===== config.mk =====
export PLATFORM = sky130hd
export DESIGN_NAME = axi_mem_master
export DESIGN_NICKNAME = d
export VERILOG_FILES = /design/src/rtl/axi_mem_pkg.sv /design/src/rtl/axi_mem_master.sv
export SDC_FILE = /design/constraint.sdc
export NUM_CORES = 1
export LEC_CHECK = 0
export ABC_AREA = 0
export CAP_MARGIN = 5
export CORE_AREA = 2 2 118 120
export DETAILED_ROUTE_END_ITERATION = 12
export DIE_AREA = 0 0 120 122
export PLACE_DENSITY_LB_ADDON = 0.1
export SYNTH_ARGS = -nofsm -noshare
export SYNTH_HDL_FRONTEND = slang
export SYNTH_SLANG_ARGS = --single-unit

===== constraint.sdc =====
create_clock -name s_aclk -period 5.4 [get_ports s_aclk]
set_clock_uncertainty 0.2 [all_clocks]
set_input_delay 0.54 -clock s_aclk [delete_from_list [all_inputs] [get_ports s_aclk]]
set_output_delay 0.54 -clock s_aclk [all_outputs]
set_load 0.02 [all_outputs]

===== src/rtl/axi_mem_pkg.sv =====
// axi_mem_pkg: shared AXI4 constants and master FSM state encoding
package axi_mem_pkg;
  localparam logic [2:0] AXI_SIZE_4B     = 3'b010;
  localparam logic [1:0] AXI_BURST_INCR  = 2'b01;
  localparam logic [1:0] AXI_RESP_OKAY   = 2'b00;
  localparam logic [1:0] AXI_RESP_SLVERR = 2'b10;
  typedef enum logic [2:0] {IDLE, AW, W, B, AR, R} state_t;
endpackage


===== src/rtl/axi_mem_master.sv =====
// axi_mem_master: single-outstanding AXI4 INCR burst master driven by a command/stream interface
module axi_mem_master
  import axi_mem_pkg::*;
#(
  parameter logic [0:0] G_ID    = 1'b0,
  parameter bit         G_WSTRB = 1'b1
) (
  input  logic        s_aclk,
  input  logic        s_aresetn,
  input  logic        cmd_valid,
  output logic        cmd_ready,
  input  logic        cmd_write,
  input  logic [31:0] cmd_addr,
  input  logic [7:0]  cmd_len,
  input  logic [31:0] wr_data,
  input  logic [3:0]  wr_strb,
  input  logic        wr_valid,
  output logic        wr_ready,
  output logic [31:0] rd_data,
  output logic        rd_last,
  output logic        rd_valid,
  input  logic        rd_ready,
  output logic        done,
  output logic [1:0]  resp,
  output logic        err_last,
  output logic [0:0]  m_axi_awid,
  output logic [31:0] m_axi_awaddr,
  output logic [7:0]  m_axi_awlen,
  output logic [2:0]  m_axi_awsize,
  output logic [1:0]  m_axi_awburst,
  output logic        m_axi_awvalid,
  input  logic        m_axi_awready,
  output logic [31:0] m_axi_wdata,
  output logic [3:0]  m_axi_wstrb,
  output logic        m_axi_wlast,
  output logic        m_axi_wvalid,
  input  logic        m_axi_wready,
  input  logic [0:0]  m_axi_bid,
  input  logic [1:0]  m_axi_bresp,
  input  logic        m_axi_bvalid,
  output logic        m_axi_bready,
  output logic [0:0]  m_axi_arid,
  output logic [31:0] m_axi_araddr,
  output logic [7:0]  m_axi_arlen,
  output logic [2:0]  m_axi_arsize,
  output logic [1:0]  m_axi_arburst,
  output logic        m_axi_arvalid,
  input  logic        m_axi_arready,
  input  logic [0:0]  m_axi_rid,
  input  logic [31:0] m_axi_rdata,
  input  logic [1:0]  m_axi_rresp,
  input  logic        m_axi_rlast,
  input  logic        m_axi_rvalid,
  output logic        m_axi_rready
);
  state_t      state_q, state_d;
  logic [31:0] addr_q, addr_d;
  logic [7:0]  len_q, len_d, cnt_q, cnt_d;
  logic [1:0]  resp_q, resp_d, racc_q, racc_d, r_max;
  logic        done_q, done_d, err_q, err_d, live_q;
  logic        w_hs, r_hs, r_end, r_bad;
  logic        unused_in;
  assign unused_in = ^{m_axi_bid, m_axi_rid, cmd_addr[1:0]};
  always_comb begin
    w_hs    = state_q == W && wr_valid && m_axi_wready;
    r_hs    = state_q == R && m_axi_rvalid && rd_ready;
    r_end   = m_axi_rlast || cnt_q == 8'd0;
    r_bad   = m_axi_rlast != (cnt_q == 8'd0);
    r_max   = m_axi_rresp > racc_q ? m_axi_rresp : racc_q;
    state_d = state_q;
    addr_d  = addr_q;
    len_d   = len_q;
    cnt_d   = cnt_q;
    resp_d  = resp_q;
    racc_d  = racc_q;
    done_d  = 1'b0;
    err_d   = 1'b0;
    case (state_q)
      IDLE: if (cmd_valid && live_q) begin
        state_d = cmd_write ? AW : AR;
        addr_d  = {cmd_addr[31:2], 2'b00};
        len_d   = cmd_len;
        cnt_d   = cmd_len;
        racc_d  = AXI_RESP_OKAY;
      end
      AW: state_d = m_axi_awready ? W : AW;
      W: if (w_hs) begin
        cnt_d   = cnt_q - 8'd1;
        state_d = cnt_q == 8'd0 ? B : W;
      end
      B: if (m_axi_bvalid) begin
        state_d = IDLE;
        done_d  = 1'b1;
        resp_d  = m_axi_bresp;
      end
      AR: state_d = m_axi_arready ? R : AR;
      R: if (r_hs) begin
        cnt_d  = cnt_q - 8'd1;
        racc_d = r_max;
        // a premature or missing RLAST ends the burst with SLVERR
        if (r_end) begin
          state_d = IDLE;
          done_d  = 1'b1;
          err_d   = r_bad;
          resp_d  = r_bad ? AXI_RESP_SLVERR : r_max;
        end
      end
      default: state_d = IDLE;
    endcase
  end
  always_ff @(posedge s_aclk or negedge s_aresetn) begin
    if (!s_aresetn) begin
      state_q <= IDLE;
      addr_q  <= '0;
      len_q   <= '0;
      cnt_q   <= '0;
      resp_q  <= AXI_RESP_OKAY;
      racc_q  <= AXI_RESP_OKAY;
      done_q  <= 1'b0;
      err_q   <= 1'b0;
      live_q  <= 1'b0;
    end else begin
      state_q <= state_d;
      addr_q  <= addr_d;
      len_q   <= len_d;
      cnt_q   <= cnt_d;
      resp_q  <= resp_d;
      racc_q  <= racc_d;
      done_q  <= done_d;
      err_q   <= err_d;
      live_q  <= 1'b1;
    end
  end
  assign cmd_ready     = state_q == IDLE && live_q;
  assign m_axi_awid    = G_ID;
  assign m_axi_awaddr  = addr_q;
  assign m_axi_awlen   = len_q;
  assign m_axi_awsize  = AXI_SIZE_4B;
  assign m_axi_awburst = AXI_BURST_INCR;
  assign m_axi_awvalid = state_q == AW;
  assign m_axi_wdata   = wr_data;
  assign m_axi_wstrb   = G_WSTRB ? wr_strb : 4'hF;
  assign m_axi_wlast   = cnt_q == 8'd0;
  assign m_axi_wvalid  = state_q == W && wr_valid;
  assign wr_ready      = state_q == W && m_axi_wready;
  assign m_axi_bready  = state_q == B;
  assign m_axi_arid    = G_ID;
  assign m_axi_araddr  = addr_q;
  assign m_axi_arlen   = len_q;
  assign m_axi_arsize  = AXI_SIZE_4B;
  assign m_axi_arburst = AXI_BURST_INCR;
  assign m_axi_arvalid = state_q == AR;
  assign m_axi_rready  = state_q == R && rd_ready;
  assign rd_valid      = state_q == R && m_axi_rvalid;
  assign rd_data       = m_axi_rdata;
  assign rd_last       = m_axi_rlast;
  assign done          = done_q;
  assign resp          = resp_q;
  assign err_last      = err_q;
endmodule


* Yosys cells after proc, flatten, opt, wreduce, memory -nomap -nowiden
Cells that the tools add are included.
** Operators by class
- Reductions and logical operators :: 19
- Eq/ne operators :: 11
- Magnitude comparators :: 1
- Add/sub/neg operators :: 1
- Muxes and demuxes :: 30
** Operators with widths (number)
- 8-bit two-way mux :: 3
- 8-bit one-hot mux with 3 select lines :: 1
- 3-bit two-way mux :: 6
- 3-bit one-hot mux with 6 select lines :: 1
- 2-bit two-way mux :: 8
- 2-bit inequality test (second input constant) :: 5
- 1-bit logical AND :: 8
- 8-bit logical NOT :: 1
- 1-bit two-way mux :: 8
- 2-bit one-hot mux with 2 select lines :: 2
- 4-bit AND reduction :: 2
- 8-bit by 1-bit subtractor with 8-bit output (second input constant) :: 1
- 3-bit by 2-bit == test with 1-bit output (second input constant) :: 2
- 3-bit == test (second input constant) :: 2
- 5-bit AND reduction :: 1
- 2-bit nonzero test :: 2
- 3-bit by 1-bit == test with 1-bit output (second input constant) :: 1
- 3-bit logical NOT :: 1
- 3-bit AND reduction :: 1
- 3-bit nonzero test :: 1
- 2-bit > comparator :: 1
- 1-bit one-hot mux with 2 select lines :: 1
- 2-bit AND reduction :: 1
- 1-bit logical OR :: 1
- 1-bit inequality test :: 1
** Word-level totals
- Register bits after elaboration :: 56
- Input port bits :: 126

* Depth between registers and ports, before layout
Gate-level depths: netlist of run 1.
- Depth in word-level cells :: 6
- Mapped depth :: 9
- Gate-level depth less buffers :: 9

* Worst setup path after synthesis of run 1
OpenSTA, ideal clock, no wires.
- Kind :: register to register
- Start :: register cnt_q[5]
- End :: register resp_q[1] (netlist: resp[1])
- Path buffers :: 0
- Period minus slack after synthesis :: 2444 ps
- Setup slack :: 2956 ps
- Cell stages (with the launch flop) :: 7
- Arrival time :: 2119 ps
- Required time :: 5075 ps
- Setup time :: 125 ps
- Path through :: dfrtp_1 -> nor3_1 -> and4b_1 -> inv_1 -> ha_1 -> o31ai_1 -> mux2_2
** On the way
- Longest elaborated chain between the ends :: 6
- Elaborated cells between the ends (all ways) :: 9
- Those cells by class :: eq/ne: 2; mux: 4; reduce/logical: 3
** Ends and longest elaborated chain
- start, declared :: line axi_mem_master.sv:58 : logic [7:0] len_q, len_d, cnt_q, cnt_d;
- start signal, assigned :: line axi_mem_master.sv:126 : cnt_q <= cnt_d;
- 8-bit logical NOT *
- via m_axi_wlast :: line axi_mem_master.sv:35 : output logic m_axi_wlast,
- 1-bit inequality test :: line axi_mem_master.sv:68 : r_bad = m_axi_rlast != (cnt_q == 8'd0);
- 2-bit two-way mux :: line axi_mem_master.sv:105 : resp_d = r_bad ? AXI_RESP_SLVERR : r_max;
- 2-bit two-way mux :: line axi_mem_master.sv:101 : if (r_end) begin
- 2-bit two-way mux :: line axi_mem_master.sv:97 : R: if (r_hs) begin
- 2-bit one-hot mux with 2 select lines :: line axi_mem_master.sv:78 : case (state_q)
- end signal, assigned :: line axi_mem_master.sv:127 : resp_q <= resp_d;
- end, declared :: line axi_mem_master.sv:59 : logic [1:0] resp_q, resp_d, racc_q, racc_d, r_max;
The timed path passes the listed nets; every way through them passes the cells marked *. The select of a mux whose other input is x is not followed.
A chain may end at the register's enable or synchronous reset.

* Worst setup path in the final report of run 1
- Start :: register state_q[2]
- End :: output rd_valid
** On the way
- Longest elaborated chain between the ends :: 2
** Ends and longest elaborated chain
- start, declared :: line axi_mem_master.sv:56 : state_t state_q, state_d;
- start signal, assigned :: line axi_mem_master.sv:123 : state_q <= state_d;
- 3-bit == test :: line axi_mem_master.sv:154 : assign rd_valid = state_q == R && m_axi_rvalid;
- 1-bit logical AND :: line axi_mem_master.sv:154
- end, declared :: line axi_mem_master.sv:21 : output logic rd_valid,
Every way passes these cells.

==> impl_metrics.csv, run 1 <==
group,metric,value,unit
placed_design,routabilityCongestion,0.742,
die,io-pin-count,300,
logic_synthesis,ys_seq_area_share,39.0,%
sta,tightestPinTransition,1.06,ns
sta,drv_slew,0,
setup_path,reg2reg_slack,2.76,ns
final_layout,antennaDiodeCount,0,
placed_design,dpl.hpwl,5.87,mm
setup_path,required,4.66,ns
die,rows,43,
drt,dr_total_vias,2414,
logic_synthesis,synth_area,0.00359,mm^2
global_route,antenna_found_initial,0,
global_route,grt_pass1_vias,2287,
power,leakage,1.84,nW
sta,post-route-period-util,59.7,%
final_layout,n_fill_cell,1375,
setup_path,crit_fanout,19,
clocking,clockRootBuffer,"clkbuf_16",
setup_path,cp_top_family,"simple AND/OR/NAND/NOR gates",
logic_synthesis,synth-edff-count,0,
sta,hold_slack,0.201,ns
sta,finalHoldViolCount,0,
logic_synthesis,yosys.area.top_type,"dfrtp_1",
clocking,cts_buffers,5,
setup_path,critPathSlowestCell,"and3b_1",
final_layout,final_layout_size_suffix_gt1_share,14.3,%
hold_path,worst_hold_path_type,"primary input to async pin",
clocking,worst_skew_pair.late_latency,0.30,ns
clocking,cts_resized,0,
clocking,postCtsHoldBufs,0,
placed_design,place_inst,550,
clocking,cts_buffer_depth,2,
sta,finalSetupTns,0,ns
final_layout,multi_input_area,0.00121,mm^2
drt,wl_per_cell,14.7,um
drt,finalWirelength,8.18,mm
final_layout,area_growth,24.4,%
final_layout,fin_cells,558,
logic_synthesis,netlist-cell-type-count,42,
clocking,clkSlewWorstSetupHoldPaths,0.08,ns
setup_path,cp-start-kind,"flip-flop",
clocking,cts_setup_buffers,0,
sta,fin_ws,2.18,ns
logic_synthesis,ys_top_cells_by_area,"dfrtp_1 39%, buf_4 26%, mux2_2 12%",
sta,min_period,3.22,ns
setup_path,end_kind,"output pin",
logic_synthesis,synth_top_area_share,39.0,%
final_layout,seq_area,0.00140,mm^2
final_layout,nets,509,
power,ir_drop,0.229,mV
global_route,grt_pass1_wl,12.6,mm
logic_synthesis,synth_cells,345,
die,die_h,122,um
drt,avgViaCountPerCell,4.33,
drt,drtIter0Drc,74,
setup_path,cp.arrival,2.48,ns
run_status,status,"complete, no violations",
global_route,grt_usage,11.1,%
final_layout,final_cell_mix,"142 x clkdlybuf4s50_1, 56 x dfrtp_1, 39 x mux2_2",
logic_synthesis,syn_avg_cell_area,10.4,um^2
setup_path,critPathBufInv,1,
logic_synthesis,yosys_warnings,0,
power,power_density,609,mW/mm^2
die,initial_core_util,26.6,%
setup_path,max_stage_delay,0.70,ns
logic_synthesis,synth-seq-cells,56,
die,die_area,0.0146,mm^2
placed_design,io_buffers,143,
sta,rsz0062_at_grt,"no",
final_layout,final_common_cell,"clkdlybuf4s50_1",
global_route,grt_overflow_total,0,
clocking,cts_tree,"done",
clocking,cts.sinks,56,
clocking,htreeDepth,2,
run,drv_cap,0,
drt,ant_nets,0,
placed_design,pre_cts_slack,2.45,ns
sta,setup_viol,0,
setup_path,worstPathCellList,"and3b_1 > and2_1 > clkdlybuf4s50_1",
sta,fmax,310,MHz
logic_synthesis,postSynth.asyncResetShare,100,%
die,die_w,120,um
setup_path,path_class,"flip-flop to output pin",
die,core_area,0.0135,mm^2
drt,dr.pass1.iters,4,
sta,relSlewSlack,29.0,%
global_route,grt_start_max_net_pins,57,
drt,drc,0,
logic_synthesis,ys.flop_type,"dfrtp_1",
-- cells by family (layout without fill, tap and decap cells) --
kind of cell	count (synthesis)	count (layout)	share of synthesized area, %
AOI/OAI and AO/OA	47	47	8.57
adders and majority gates	6	6	2.09
buffers and inverters	147	165	29.0
DFF	56	56	39.0
muxes	44	44	13.8
other	2	17	0.209
and+or+nand+nor	43	43	7.32
-- worst register-to-register path, stage by stage (launching register included) --
cell and delay (ns):
dfrtp_1 0.66, and3b_1 0.70, or2_1 0.41, mux2_4 0.33, a22o_1 0.23
-- Yosys cell counts, types with 2 or more instances --
cell type	number
nand2_1	6
o211ai_1	4
mux2_2	39
buf_6	2
o22ai_1	4
mux2i_1	4
inv_1	12
dfrtp_1	56
conb_1	2
a22o_1	2
nor3_1	3
and2_1	6
nor2_1	8
ha_1	6
nand3_1	6
o21ai_0	8
buf_4	124
buf_2	8
o21bai_1	2
o2111ai_1	3
nor3b_1	3
a31oi_1	6
a21oi_1	11
nand3b_1	2
-- cell type report --
type | count | area share (%)
clock inverter | 3 | 0.504
timing repair buffer | 145 | 32.3
multi-input combinational | 157 | 27.0
tap | 180 | 5.04
inverter | 12 | 1.01
clock buffer | 5 | 2.80
sequential | 56 | 31.4
-- sequential cells by signal, summed over array words and instances (netlist names) --
signal / cells
state_q: 3
err_last: 1
live_q: 1
racc_q: 2
done: 1
cnt_q: 8
resp: 2
m_axi_arlen: 8
m_axi_araddr: 30
-- per-layer routing --
layer	global-route usage [%]	part of all wire [%]	wire length [um]
met1	14.4	45	3720
met2	16.6	42	3420
met3	4.92	11	933
met4	3.16	1.3	106
met5	0	0	0
-- power breakdown --
part,internal [mW],switching (mW),total [mW]
combinational,0.803,0.760,1.56
clock,0.174,0.163,0.337
sequential,0.619,0.202,0.822
total,1.60,1.13,2.72
-- metrics by stage --
stage / area, um^2 / utilization [%] / power [mW]
6_report: 4470 / 33.1 / 2.72
5_1_grt: 4470 / 33.1 / 2.90
2_1_floorplan: 3650 / - / 1.93
4_1_cts: 4470 / 33.1 / 2.77
3_3_place_gp: 4320 / 32.0 / 2.41
3_5_place_dp: 4320 / 32.0 / 2.41
-- worst paths after layout --
check / cells past startpoint / start / end
max in group asynchronous: 2 / s_aresetn / m_axi_araddr[8]$_DFFE_PN0P_
max: 3 / state_q[2]$_DFFE_PN0P_ / rd_valid
min reg2reg: 1 / resp[1]$_DFFE_PN0P_ / resp[1]$_DFFE_PN0P_
max reg2reg: 4 / state_q[2]$_DFFE_PN0P_ / cnt_q[3]$_DFFE_PN0P_
min: 2 / s_aresetn / m_axi_araddr[16]$_DFFE_PN0P_
min in group s_aclk: 1 / resp[1]$_DFFE_PN0P_ / resp[1]$_DFFE_PN0P_
Power figures use the tool's default switching activity.
==> run 2: changes to the inputs <==
--- a/config.mk
+++ b/config.mk
@@ -7,9 +7,9 @@
 export LEC_CHECK = 0
 export ABC_AREA = 0
 export CAP_MARGIN = 5
-export CORE_AREA = 2 2 118 120
+export CORE_AREA = 2 2 116 118
 export DETAILED_ROUTE_END_ITERATION = 12
-export DIE_AREA = 0 0 120 122
+export DIE_AREA = 0 0 118 120
 export PLACE_DENSITY_LB_ADDON = 0.1
 export SYNTH_ARGS = -nofsm -noshare
 export SYNTH_HDL_FRONTEND = slang
==> constraint.sdc (replaced) <==
create_clock -name s_aclk -period 2.8 [get_ports s_aclk]
set_clock_uncertainty 0.2 [all_clocks]
set_input_delay 0.28 -clock s_aclk [delete_from_list [all_inputs] [get_ports s_aclk]]
set_output_delay 0.28 -clock s_aclk [all_outputs]
set_load 0.02 [all_outputs]
==> run 2 against run 1 <==
First-iteration DRC count is 16% higher. Register-to-register slack worse by 2.3 ns. Design area is 2.2% higher. Worst setup slack worse by 2.0 ns. Critical endpoint unchanged. Largest power group unchanged.
==> impl_metrics.csv, run 2 (same netlist as run 1, synthesis figures left out) <==
group,metric,value,unit
drt,drc,0,
sta,rsz0062_at_grt,"no",
sta,drv_slew,0,
global_route,grt_start_max_net_pins,26,
sta,finalHoldViolCount,0,
drt,finalWirelength,8.10,mm
final_layout,largest_reg_flops,30,
global_route,grt_overflow_total,0,
clocking,worst_skew_pair.late_latency,0.30,ns
setup_path,required,2.32,ns
setup_path,r2r_end,"resp[1]$_DFFE_PN0P_",
setup_path,r2r_cells,7,
setup_path,path_class,"flip-flop to output pin",
setup_path,cp_top_family,"flip-flops",
global_route,grt_pass1_vias,2424,
setup_path,max_stage_delay,0.66,ns
drt,wl_per_cell,14.4,um
sta,fmax,382,MHz
drt,dr_total_vias,2445,
final_layout,final_layout_size_suffix_gt1_share,16.1,%
die,die_w,118,um
power,leakage,1.89,nW
clocking,htreeDepth,2,
setup_path,r2r-start,"cnt_q[4]$_DFFE_PN0P_",
clocking,cts_buffers,5,
placed_design,place_area,0.00438,mm^2
final_layout,final_cell_mix,"142 x clkdlybuf4s50_1, 56 x dfrtp_1, 39 x mux2_2",
die,rows,42,
run_status,status,"complete, no violations",
die,initial_core_util,27.7,%
sta,setup_viol,0,
final_layout,final_common_cell,"clkdlybuf4s50_1",
sta,min_period,2.62,ns
setup_path,reg2reg_slack,0.41,ns
sta,finalSetupTns,0,ns
hold_path,worst_hold_path_type,"primary input to async pin",
setup_path,path_depth,3,
final_layout,antennaDiodeCount,0,
sta,tightestPinTransition,0.759,ns
clocking,clockRootBuffer,"clkbuf_16",
final_layout,area_growth,27.1,%
final_layout,nets,517,
clocking,cts_setup_buffers,0,
setup_path,crit_fanout,15,
setup_path,cp-endpoint,"rd_valid",
sta,post-route-period-util,93.6,%
power,ir_drop,0.375,mV
die,io-pin-count,300,
sta,relSlewSlack,48.9,%
setup_path,crit_start,"state_q[0]$_DFFE_PN0P_",
setup_path,end_kind,"output pin",
power,power_density,1180,mW/mm^2
clocking,cts_tree,"done",
die,die_h,120,um
drt,dr.pass1.iters,4,
placed_design,dpl.hpwl,6.09,mm
setup_path,worstPathCellList,"and3b_1 > and2_1 > clkdlybuf4s50_1",
clocking,clkSlewWorstSetupHoldPaths,0.08,ns
run,drv_cap,0,
clocking,cts.sinks,56,
setup_path,critPathSlowestCell,"dfrtp_1",
clocking,cts_buffer_depth,2,
setup_path,cp.arrival,2.14,ns
setup_path,cp-start-kind,"flip-flop",
placed_design,io_buffers,143,
global_route,antenna_found_initial,0,
setup_path,critPathBufInv,1,
global_route,grt_usage,11.3,%
global_route,grt_pass1_wl,12.9,mm
drt,avgViaCountPerCell,4.35,
drt,drtIter0Drc,86,
final_layout,design_area,0.00457,mm^2
die,core_area,0.0130,mm^2
drt,ant_nets,0,
placed_design,routabilityCongestion,0.741,
die,die_area,0.0142,mm^2
==> run 2: final cells by class <==
| type | instances | area (um^2) |
|---|---|---|
| repair buffers | 153 | 1520 |
| clock buffers | 5 | 125 |
| inverters | 12 | 45.0 |
| fillers | 1344 | 8410 |
| multi-input cells | 157 | 1210 |
| flip-flops and latches | 56 | 1400 |
| well taps | 176 | 220 |
| clock inverters | 3 | 46.3 |
==> run 2: how the worst min path moves through the flow <==
stage / startpoint / to / slack (ns) / cells past startpoint
floorplan: s_aresetn / cnt_q[0]$_DFFE_PN0P_ / -0.22 / 0
global route: resp[1]$_DFFE_PN0P_ / resp[1]$_DFFE_PN0P_ / 0.35 / 1
detailed placement: s_aresetn / m_axi_araddr[22]$_DFFE_PN0P_ / 0.11 / 1
global placement: s_aresetn / m_axi_araddr[22]$_DFFE_PN0P_ / 0.12 / 1
finish: s_aresetn / m_axi_araddr[22]$_DFFE_PN0P_ / 0.31 / 2
CTS: s_aresetn / m_axi_araddr[22]$_DFFE_PN0P_ / 0.33 / 2
==> run 2: per-layer routing <==
metal	up-vias	global-route usage, %	routed length, um
met5	-	0	0
met2	136	18.2	3790
met4	0	3.09	68
met3	8	3.99	713
li1	1123	-	-
met1	1178	14.2	3530
==> run 2: stage by stage <==
stage	std cells	hold slack, ns	setup WS [ns]	total power [mW]	utilization [%]
2_1_floorplan	360	-0.216	0.356	3.72	-
3_3_place_gp	553	0.116	0.423	4.68	33.7
3_5_place_dp	553	0.110	0.413	4.71	33.7
4_1_cts	562	0.328	0.118	5.49	35.1
5_1_grt	562	0.348	0.0840	5.73	35.2
6_report	562	0.311	0.180	5.41	35.2
==> run 2: timing repair <==
action,CTS,global route
resized for setup,0,1
hold buffers,1,0
hold endpoints to repair,23,0
endpoints found under the setup margin,0,2
==> run 2: where the power goes <==
group | internal (mW) | total (mW) | switching [mW]
clock network | 0.426 | 0.742 | 0.316
logic | 1.59 | 3.10 | 1.51
registers | 1.20 | 1.56 | 0.364
total | 3.21 | 5.41 | 2.19
==> run 3: changes to the inputs <==
--- a/config.mk
+++ b/config.mk
@@ -10,6 +10,7 @@
 export CORE_AREA = 2 2 116 118
 export DETAILED_ROUTE_END_ITERATION = 12
 export DIE_AREA = 0 0 118 120
+export HOLD_SLACK_MARGIN = 0.15
 export PLACE_DENSITY_LB_ADDON = 0.1
 export SYNTH_ARGS = -nofsm -noshare
 export SYNTH_HDL_FRONTEND = slang
==> results of run 3 <==
No change in the layout: final DEF, timing and power equal those of run 2.
